File: src/rtl/ysyx_23060025_bus_arbiter_pkg.sv
// rtl/ysyx_23060025_bus_arbiter_pkg.sv - shared arbiter state encodings, grant ids and defaults
package ysyx_23060025_bus_arbiter_pkg;

  typedef enum logic [1:0] {
    ARB_IDLE     = 2'd0,
    ARB_GNT_INST = 2'd1,
    ARB_GNT_DATA = 2'd2
  } arb_state_e;

  localparam logic GRANT_INST = 1'b0;
  localparam logic GRANT_DATA = 1'b1;

  localparam int ARB_TIMEOUT_DEFAULT = 255;

endpackage

File: src/rtl/ysyx_23060025_bus_arbiter_arb_pick.sv
// rtl/ysyx_23060025_bus_arbiter_arb_pick.sv - grant selection; YSYX_23060025_ARB_RR_EN selects round-robin
module ysyx_23060025_arb_pick
  import ysyx_23060025_bus_arbiter_pkg::*;
(
  input  logic inst_req,
  input  logic data_req,
  input  logic last_grant,
  output logic grant_inst,
  output logic grant_data
);

`ifdef YSYX_23060025_ARB_RR_EN
  // On a tie, whoever was not served last goes next.
  assign grant_data = data_req & (~inst_req | (last_grant == GRANT_INST));
`else
  logic unused_last_grant;
  assign unused_last_grant = last_grant;
  assign grant_data = data_req;
`endif
  assign grant_inst = inst_req & ~grant_data;

endmodule

File: src/rtl/ysyx_23060025_bus_arbiter.sv
// rtl/ysyx_23060025_bus_arbiter.sv - two-requester memory bus arbiter; YSYX_23060025_ARB_RR_EN enables round-robin
module ysyx_23060025_bus_arbiter
  import ysyx_23060025_bus_arbiter_pkg::*;
#(
  parameter int ADDR_LEN       = 32,
  parameter int DATA_LEN       = 32,
  parameter int TIMEOUT_CYCLES = ARB_TIMEOUT_DEFAULT
) (
  input  logic                clock,
  input  logic                rstn,
  input  logic [ADDR_LEN-1:0] inst_paddr_i,
  input  logic                inst_psel_i,
  input  logic [7:0]          inst_plen_i,
  input  logic [2:0]          inst_psize_i,
  output logic                inst_pvalid_o,
  output logic                inst_plast_o,
  output logic [DATA_LEN-1:0] inst_prdata_o,
  input  logic [ADDR_LEN-1:0] data_paddr_i,
  input  logic                data_psel_i,
  input  logic                data_pwrite_i,
  input  logic [2:0]          data_psize_i,
  input  logic [DATA_LEN-1:0] data_pwdata_i,
  input  logic [3:0]          data_pwstrb_i,
  output logic                data_pvalid_o,
  output logic [DATA_LEN-1:0] data_prdata_o,
  output logic [ADDR_LEN-1:0] out_paddr,
  output logic                out_psel,
  output logic                out_pwrite,
  output logic [7:0]          out_plen,
  output logic [2:0]          out_psize,
  output logic [DATA_LEN-1:0] out_pwdata,
  output logic [3:0]          out_pwstrb,
  input  logic                out_pvalid,
  input  logic                out_plast,
  input  logic [DATA_LEN-1:0] out_prdata,
  output logic                timeout_o
);

  localparam logic [7:0] TO_LIM = 8'(TIMEOUT_CYCLES);

  arb_state_e state_q, state_d;
  logic       grant_inst, grant_data;
  logic       last_grant;
  logic [7:0] to_cnt;

  ysyx_23060025_arb_pick u_pick (
    .inst_req   (inst_psel_i),
    .data_req   (data_psel_i),
    .last_grant (last_grant),
    .grant_inst (grant_inst),
    .grant_data (grant_data)
  );

  always_comb begin
    state_d       = state_q;
    inst_pvalid_o = 1'b0;
    inst_plast_o  = 1'b0;
    data_pvalid_o = 1'b0;
    case (state_q)
      ARB_IDLE: begin
        if (grant_data)      state_d = ARB_GNT_DATA;
        else if (grant_inst) state_d = ARB_GNT_INST;
      end
      ARB_GNT_INST: begin
        inst_pvalid_o = out_pvalid;
        inst_plast_o  = out_plast;
        if (out_pvalid && out_plast) state_d = ARB_IDLE;
      end
      ARB_GNT_DATA: begin
        data_pvalid_o = out_pvalid;
        if (out_pvalid) state_d = ARB_IDLE;
      end
      default: state_d = ARB_IDLE;
    endcase
  end

  assign inst_prdata_o = out_prdata;
  assign data_prdata_o = out_prdata;

  always_ff @(posedge clock or negedge rstn) begin
    if (!rstn) begin
      state_q    <= ARB_IDLE;
      out_paddr  <= '0;
      out_psel   <= 1'b0;
      out_pwrite <= 1'b0;
      out_plen   <= '0;
      out_psize  <= '0;
      out_pwdata <= '0;
      out_pwstrb <= '0;
    end else begin
      state_q <= state_d;
      if (state_q == ARB_IDLE && state_d == ARB_GNT_DATA) begin
        out_paddr  <= data_paddr_i;
        out_psel   <= 1'b1;
        out_pwrite <= data_pwrite_i;
        out_plen   <= '0;
        out_psize  <= data_psize_i;
        out_pwdata <= data_pwdata_i;
        out_pwstrb <= data_pwstrb_i;
      end else if (state_q == ARB_IDLE && state_d == ARB_GNT_INST) begin
        out_paddr  <= inst_paddr_i;
        out_psel   <= 1'b1;
        out_pwrite <= 1'b0;
        out_plen   <= inst_plen_i;
        out_psize  <= inst_psize_i;
        out_pwdata <= '0;
        out_pwstrb <= '0;
      end else if (state_q != ARB_IDLE && state_d == ARB_IDLE) begin
        out_psel <= 1'b0;
      end
    end
  end

`ifdef YSYX_23060025_ARB_RR_EN
  always_ff @(posedge clock or negedge rstn) begin
    if (!rstn)
      last_grant <= GRANT_INST;
    else if (state_q == ARB_IDLE && state_d == ARB_GNT_DATA)
      last_grant <= GRANT_DATA;
    else if (state_q == ARB_IDLE && state_d == ARB_GNT_INST)
      last_grant <= GRANT_INST;
  end
`else
  assign last_grant = GRANT_INST;
`endif

  // Idle cycles restart the count so each grant is timed on its own.
  always_ff @(posedge clock or negedge rstn) begin
    if (!rstn) begin
      to_cnt    <= '0;
      timeout_o <= 1'b0;
    end else if (state_q == ARB_IDLE || out_pvalid) begin
      to_cnt <= '0;
    end else if (to_cnt != TO_LIM) begin
      to_cnt <= to_cnt + 8'd1;
      if (to_cnt == TO_LIM - 8'd1) timeout_o <= 1'b1;
    end
  end

endmodule

File: config.mk
export PLATFORM = sky130hd
export DESIGN_NAME = ysyx_23060025_bus_arbiter
export DESIGN_NICKNAME = d
export VERILOG_FILES = /design/src/rtl/ysyx_23060025_bus_arbiter_pkg.sv /design/src/rtl/ysyx_23060025_bus_arbiter_arb_pick.sv /design/src/rtl/ysyx_23060025_bus_arbiter.sv
export SDC_FILE = /design/constraint.sdc
export NUM_CORES = 1
export LEC_CHECK = 0
export BUFFER_PORTS_ARGS = -buffer_cell sky130_fd_sc_hd__buf_2
export CAP_MARGIN = 5
export CORE_AREA = 2 2 118 120
export CTS_CLUSTER_SIZE = 16
export DETAILED_ROUTE_END_ITERATION = 10
export DIE_AREA = 0 0 120 122
export GPL_TIMING_DRIVEN = 0
export PLACE_DENSITY = 0.64
export SLEW_MARGIN = 20
export SYNTH_ARGS = -nofsm -noshare
export SYNTH_HDL_FRONTEND = slang
export SYNTH_SLANG_ARGS = --single-unit
File: constraint.sdc
create_clock -name clock -period 2 [get_ports clock]
set_input_delay 0.3 -clock clock [delete_from_list [all_inputs] [get_ports clock]]
set_output_delay 0.3 -clock clock [all_outputs]
set_load 0.05 [all_outputs]
==> results of run 1 <==
registers in the layout (all words and copies together) (netlist names), 2 cells and up:
name        count
out_paddr      32
state_q         2
out_pwstrb      4
to_cnt          8
out_psize       3
out_pwdata     32
out_plen        8
placed cells by master, fill, tap and decap left out, drive strengths merged, types with 2 or more instances in the layout:
| master | count |
|---|---|
| buf | 348 |
| nand4 | 2 |
| nor4b | 2 |
| a22o | 37 |
| o21bai | 2 |
| a21oi | 7 |
| ha | 2 |
| nand3 | 2 |
| inv | 4 |
| nor3b | 6 |
| a21o | 5 |
| a31oi | 39 |
| nand2 | 85 |
| clkbuf | 26 |
| nor2 | 38 |
| dfrtp | 92 |
| o21ai | 3 |
| and2 | 2 |
| clkinv | 2 |
| nor3 | 4 |
stage by stage:
| step | setup TNS [ns] | cell area (µm²) | worst slack, ns |
|---|---|---|---|
| finish | 0 | 6310 | 0.142 |
| detailed placement | -0.0204 | 5970 | -0.00737 |
| global route | 0 | 6310 | 0.00404 |
| CTS | 0 | 6300 | 0.0809 |
| floorplan | 0 | 4370 | 0.458 |
| global placement | -22.73 | 5940 | -0.253 |
cell families (layout without fill, tap and decap cells):
| family | after synthesis | after routing | share of synthesized area |
|---|---|---|---|
| multiplexers | 1 | 1 | 0.00229 |
| AND/OR/NAND/NOR | 149 | 149 | 0.153 |
| buffers and inverters | 96 | 382 | 0.147 |
| flip-flops | 92 | 92 | 0.526 |
| AO/OA/AOI/OAI | 99 | 99 | 0.165 |
| adder cells (fa/ha/maj) | 2 | 2 | 0.00572 |
power groups by stage:
stage	Sequential (µW)	Clock (µW)	Combinational, µW
finish	2840	1770	4690
global placement	2850	0	4660
floorplan	5050	0	1300
detailed placement	2850	0	4730
global route	2920	1910	4930
CTS	2840	1830	4730
routing by layer:
metal / part of all wire / routed length, µm
met5: 0.00098 / 13
met1: 0.41 / 5400
met3: 0.072 / 953
met4: 0.014 / 190
met2: 0.51 / 6730
critical path, delay by kind of cell, from the launching register on:
family                 cells  cell delay [ns]
buffers and inverters      2             0.50
AND/OR/NAND/NOR            2             0.36
flip-flops                 1             0.35
cell type report:
| class | instances | area, µm² |
|---|---|---|
| buffer | 92 | 631 |
| clock buffer | 13 | 270 |
| clock inverter | 3 | 43.8 |
| tap | 180 | 225 |
| sequential | 92 | 2300 |
| inverter | 4 | 15.0 |
| multi-input combinational | 251 | 1440 |
| timing repair buffer | 270 | 1390 |
| fill | 1296 | 7200 |
worst max-delay path by stage:
stage	start	endpoint
after CTS	state_q[0]	out_paddr[27]
after floorplan	state_q[1]	data_pvalid_o
after global routing	state_q[0]	out_paddr[2]
after detailed placement	state_q[1]	out_plen[0]
after global placement	rstn	out_plen[6]
final	state_q[0]	inst_plast_o
timing repair:
item | CTS | global route
gates resized for setup | 1 | 4
hold buffers | 1 | 0
endpoints found under the setup margin | 11 | 9
cloned | 0 | 0
endpoints found under the hold margin | 26 | 0
==> qor.tcl, run 1 <==
set qor(timing.final.crit_share) 0.929
set qor(first_pass_iters) 4
set qor(run_status) {completed}
set qor(antenna_violating_nets_post_route) 0
set qor(grt_pass1_vias) 3954
set qor(drc) 0
set qor(root_buffer_cell) {sky130_fd_sc_hd__clkbuf_16}
set qor(post-layout-total-power_uw) 9310
set qor(post-synth-top-area-fraction) 0.526
set qor(worstHoldPathCells) 2
set qor(timing.hold.worst_endpoint) {out_pwdata[5]}
set qor(intPower_uw) 4730
set qor(largest_cells_by_area_after_synthesis) {sky130_fd_sc_hd__dfrtp_1 53%, sky130_fd_sc_hd__buf_4 11%, sky130_fd_sc_hd__a22o_1 7.4%}
set qor(yosysTopAreaCell) {sky130_fd_sc_hd__dfrtp_1}
set qor(worst_r2r_endpoint) {out_paddr[19]}
set qor(power_density_nw_per_um2) 1480
set qor(power.leakage_uw) 0.00344
set qor(worst-r2r-setup-slack_ns) 0.18
set qor(cpMostUsedCell) {sky130_fd_sc_hd__buf_2}
set qor(timing.final.max_slew_violations) 0
set qor(grt_met2_use) 0.295
set qor(power_switching_uw) 4580
set qor(synth_cells) 439
set qor(insertion_delay_ns) 0.34
set qor(clock-sinks) 92
set qor(sequential_group_share_of_total_power) 0.306
set qor(clock_power_share) 0.190
set qor(timing.critical_path.cells) {buf_2 > nor2b_1 > and2_1 > buf_2}
set qor(vdd_drop_max_mv) 0.757
set qor(mappedNetlistArea_um2) 4370
set qor(setup_viol) 0
set qor(area_growth_pct) 44.2
set qor(critical_path_class) {flop to primary output}
set qor(drt_iter0_markers) 127
set qor(drive_above_1_share) 0.513
set qor(wl_per_cell_um) 14.7
set qor(report.final.hold_viol_count) 0
set qor(timing.critical_path.from_type) {flop}
set qor(async_flop_share) 1.00
set qor(cp_slowest_cell) {sky130_fd_sc_hd__dfrtp_1}
set qor(combinationalPowerShare) 0.504
set qor(post-route-util) 0.467
set qor(min_period_ns) 1.86
set qor(die_area_um2) 14600
set qor(die_width_um) 120
set qor(global_route_wire_length_before_repair_um) 19800
set qor(tritoncts) {built}
set qor(number_of_nets_produced_by_synthesis) 594
set qor(design.core.area_um2) 13500
set qor(grt.busiest_layer) {met2}
set qor(worstHoldStart) {data_pwdata_i[5]}
set qor(layoutNonFillerInstCount) 905
set qor(routed_via_density) 4.64
set qor(grt-ovfl-total) 0
set qor(die_y_um) 122
set qor(floorplan.rows) 43
set qor(start_util) 0.324
set qor(r2r_start) {state_q[1]}
set qor(pin_count_of_the_biggest_net_entering_global_routing) 67
set qor(switching_share) 0.492
set qor(clock_tree.htree_level_count) 3
set qor(antenna_found_initial) 1
set qor(cap_violations) 0
set qor(synth.distinct_cells) 38
set qor(max_slew_margin) 0.625
set qor(synth_most_common_cell) {sky130_fd_sc_hd__dfrtp_1}
set qor(yosys_most_used_dff) {sky130_fd_sc_hd__dfrtp_1}
set qor(detailedPlacementHpwl_um) 10400
set qor(post_cts_buffers) 0
set qor(path_clk_slew_ns) 0.06
set qor(numPlacedInstances) 888
set qor(max_freq_mhz) 538
set qor(worstPathRequired_ns) 1.70
set qor(grt_setup_unrepaired) {no}
set qor(number_of_cells_on_the_worst_reg_to_reg_path) 6
set qor(fin_hold_ws_ns) 0.179
set qor(finClkSkew_ns) 0.00488
set qor(via_count) 4197
set qor(slew_at_the_pin_closest_to_its_max_slew_limit_ns) 0.560
set qor(crit_path_max_fanout) 10
set qor(global_route.usage.met3) 0.0426
set qor(min_delay_path_class) {primary input to flop}
set qor(portBuffers) 268
set qor(yosys_register_bits) 92
set qor(nets) 875
set qor(cts-buffers-inserted) 9
set qor(yosys_warnings) 0
set qor(ys_seq_area_frac) 0.526
set qor(synth_area_per_cell_um2) 9.96
set qor(grt.total_usage) 0.173
set qor(netlist_top_cells_count) {92 x sky130_fd_sc_hd__dfrtp_1, 85 x sky130_fd_sc_hd__nand2_1, 66 x sky130_fd_sc_hd__buf_4, 39 x sky130_fd_sc_hd__a31oi_1, 38 x sky130_fd_sc_hd__nor2_1}
set qor(detail_route.wirelength_um) 13300
set qor(critical_path.max_stage_delay_ns) 0.35
set qor(place.gp.congestion) 0.777
set qor(grt_util_met1) 0.210
set qor(io_pins) 302
set qor(synth-edff-count) 0
set qor(endpoint_kind) {primary output}
set qor(clk_path_buf_depth) 2
set qor(n_antenna_cell) 0
set qor(worstPathArrival_ns) 1.56
(Power assumes the default switching activity.)
==> run 2, diff against run 1 <==
clock period = 2.1 ns   (was 2 ns; I/O delays follow)
==> qor.tcl, run 2 (synthesis gave the netlist of run 1 again) <==
set qor(run_status) {completed} ;# unchanged
set qor(grt.busiest_layer) {met2} ;# unchanged
set qor(slew_at_the_pin_closest_to_its_max_slew_limit_ns) 0.560 ;# unchanged
set qor(floorplan.rows) 43 ;# unchanged
set qor(routed_via_density) 4.65 ;# was 4.64
set qor(die_area_um2) 14600 ;# unchanged
set qor(worstPathArrival_ns) 1.56 ;# about the same
set qor(place.gp.congestion) 0.777 ;# unchanged
set qor(timing.critical_path.from_type) {flop} ;# unchanged
set qor(global_route_wire_length_before_repair_um) 19800 ;# about the same
set qor(max_freq_mhz) 534
set qor(cts-buffers-inserted) 9 ;# unchanged
set qor(min_delay_path_class) {primary input to flop} ;# unchanged
set qor(multi_input_logic_area_um2) 1440 ;# unchanged
set qor(root_buffer_cell) {sky130_fd_sc_hd__clkbuf_16} ;# unchanged
set qor(pin_count_of_the_biggest_net_entering_global_routing) 67 ;# unchanged
set qor(die_y_um) 122 ;# unchanged
set qor(detailedPlacementHpwl_um) 10400 ;# unchanged
set qor(antenna_violating_nets_post_route) 0 ;# unchanged
set qor(first_pass_iters) 4 ;# unchanged
set qor(post_cts_buffers) 0 ;# unchanged
set qor(timing.final.max_slew_violations) 0 ;# unchanged
set qor(finClkSkew_ns) 0.00482 ;# was 0.00488 ns
set qor(global_route.usage.met3) 0.0426 ;# unchanged
set qor(sum_of_negative_setup_slack_ns) 0 ;# unchanged
set qor(timing.final.crit_share) 0.892
set qor(grt.total_usage) 0.173 ;# unchanged
set qor(cap_violations) 0 ;# unchanged
set qor(area_growth_pct) 44.1 ;# was 44.2%
set qor(die_width_um) 120 ;# unchanged
set qor(path_clk_slew_ns) 0.06 ;# about the same
set qor(io_pins) 302 ;# unchanged
set qor(tritoncts) {built} ;# unchanged
set qor(max_slew_margin) 0.625 ;# unchanged
set qor(grt-ovfl-total) 0 ;# unchanged
set qor(wl_per_cell_um) 14.7 ;# about the same
set qor(power_density_nw_per_um2) 1410 ;# was 1480 nW/µm²
set qor(layout.cells.most_common) {sky130_fd_sc_hd__buf_2} ;# unchanged
set qor(clock_tree.htree_level_count) 3 ;# unchanged
set qor(nets) 875 ;# unchanged
set qor(antenna_found_initial) 1 ;# unchanged
set qor(clk_path_buf_depth) 2 ;# unchanged
set qor(layout_setup_ws_ns) 0.227 ;# was 0.142 ns
set qor(place_ws_ns) 0.0926 ;# was -0.00737 ns
set qor(portBuffers) 268 ;# unchanged
set qor(drt_iter0_markers) 127 ;# unchanged
set qor(fillCellCount) 1298 ;# was 1296
set qor(power.leakage_uw) 0.00343 ;# was 0.00344 µW
set qor(grt_util_met1) 0.211 ;# was 0.210
set qor(endpoint_kind) {primary output} ;# unchanged
set qor(report.final.hold_viol_count) 0 ;# unchanged
set qor(vdd_drop_max_mv) 0.721 ;# was 0.757 mV
set qor(min_period_ns) 1.87
set qor(start_util) 0.324 ;# unchanged
set qor(most-common-layout-cells) {277 x sky130_fd_sc_hd__buf_2, 92 x sky130_fd_sc_hd__dfrtp_1, 85 x sky130_fd_sc_hd__nand2_1} ;# unchanged
set qor(drive_above_1_share) 0.510 ;# was 0.513
set qor(grt_setup_unrepaired) {no} ;# unchanged
set qor(setup_viol) 0 ;# unchanged
set qor(via_count) 4209 ;# was 4197
set qor(insertion_delay_ns) 0.34 ;# about the same
set qor(grt_met2_use) 0.295 ;# about the same
set qor(n_antenna_cell) 0 ;# unchanged
set qor(detail_route.wirelength_um) 13300 ;# about the same
set qor(worstPathRequired_ns) 1.78 ;# was 1.70 ns
set qor(regArea_um2) 2300 ;# unchanged
set qor(critical_path_class) {flop to primary output} ;# unchanged
set qor(drc) 0 ;# unchanged
set qor(top_regs) {out_paddr x32, out_pwdata x32} ;# unchanged
set qor(fin_hold_ws_ns) 0.194 ;# was 0.179 ns
set qor(crit_path_max_fanout) 10 ;# unchanged
set qor(clock-sinks) 92 ;# unchanged
set qor(grt_pass1_vias) 3949 ;# was 3954
set qor(design.core.area_um2) 13500 ;# unchanged
-- run 2: area by class of cell --
| cell class | count | area share |
|---|---|---|
| flip-flops and latches | 92 | 0.365 |
| multi-input cells | 251 | 0.228 |
| repair buffers | 270 | 0.220 |
| plain buffers | 92 | 0.0996 |
| clock buffers | 13 | 0.0429 |
| well taps | 180 | 0.0357 |
| clock inverters | 3 | 0.00695 |
| inverters | 4 | 0.00238 |
-- run 2: power by group --
part | internal, µW | switching, µW | total (µW)
registers | 2380 | 331 | 2710
logic | 1100 | 3360 | 4460
clock network | 1020 | 666 | 1690
-- run 2: path summary, 6_finish.rpt --
| kind | startpoint | slack, ns | endpoint | cells after the start |
|---|---|---|---|---|
| max in group asynchronous | rstn | 1.08 | out_plen[3] | 3 |
| min reg2reg | timeout_o | 0.47 | timeout_o | 1 |
| min | data_pwdata_i[5] | 0.19 | out_pwdata[5] | 2 |
| min in group asynchronous | rstn | 0.41 | to_cnt[2] | 2 |
| max reg2reg | state_q[1] | 0.24 | out_paddr[27] | 6 |
| max | state_q[0] | 0.23 | inst_plast_o | 4 |
-- run 2: critical path, cell delays in order, from the launching register on --
cell and delay, ns:
sky130_fd_sc_hd__dfrtp_1 0.35, sky130_fd_sc_hd__buf_2 0.25, sky130_fd_sc_hd__nor2b_1 0.22, sky130_fd_sc_hd__and2_1 0.14, sky130_fd_sc_hd__buf_2 0.25
-- run 2: stage by stage --
step | instances | instance area [µm²] | util | total power [µW]
6_report | 905 | 6300 | 0.467 | 8860
2_1_floorplan | 439 | 4370 | - | 6050
3_3_place_gp | 887 | 5940 | 0.440 | 7160
5_1_grt | 905 | 6300 | 0.467 | 9280
4_1_cts | 905 | 6300 | 0.466 | 8950
3_5_place_dp | 888 | 5970 | 0.442 | 7220
-- run 2: layer usage --
metal | part of all wire | vias up
li1 | - | 2011
met1 | 0.40 | 1989
met2 | 0.51 | 193
met3 | 0.074 | 14
met4 | 0.014 | 2
met5 | 0.00098 | -
-- run 2: repair_timing --
| item | 4_1_cts | 5_1_grt |
|---|---|---|
| endpoints found under the hold margin | 26 | 0 |
| hold buffers | 1 | 0 |
| endpoints found under the setup margin | 0 | 2 |
| resized for setup | 0 | 1 |
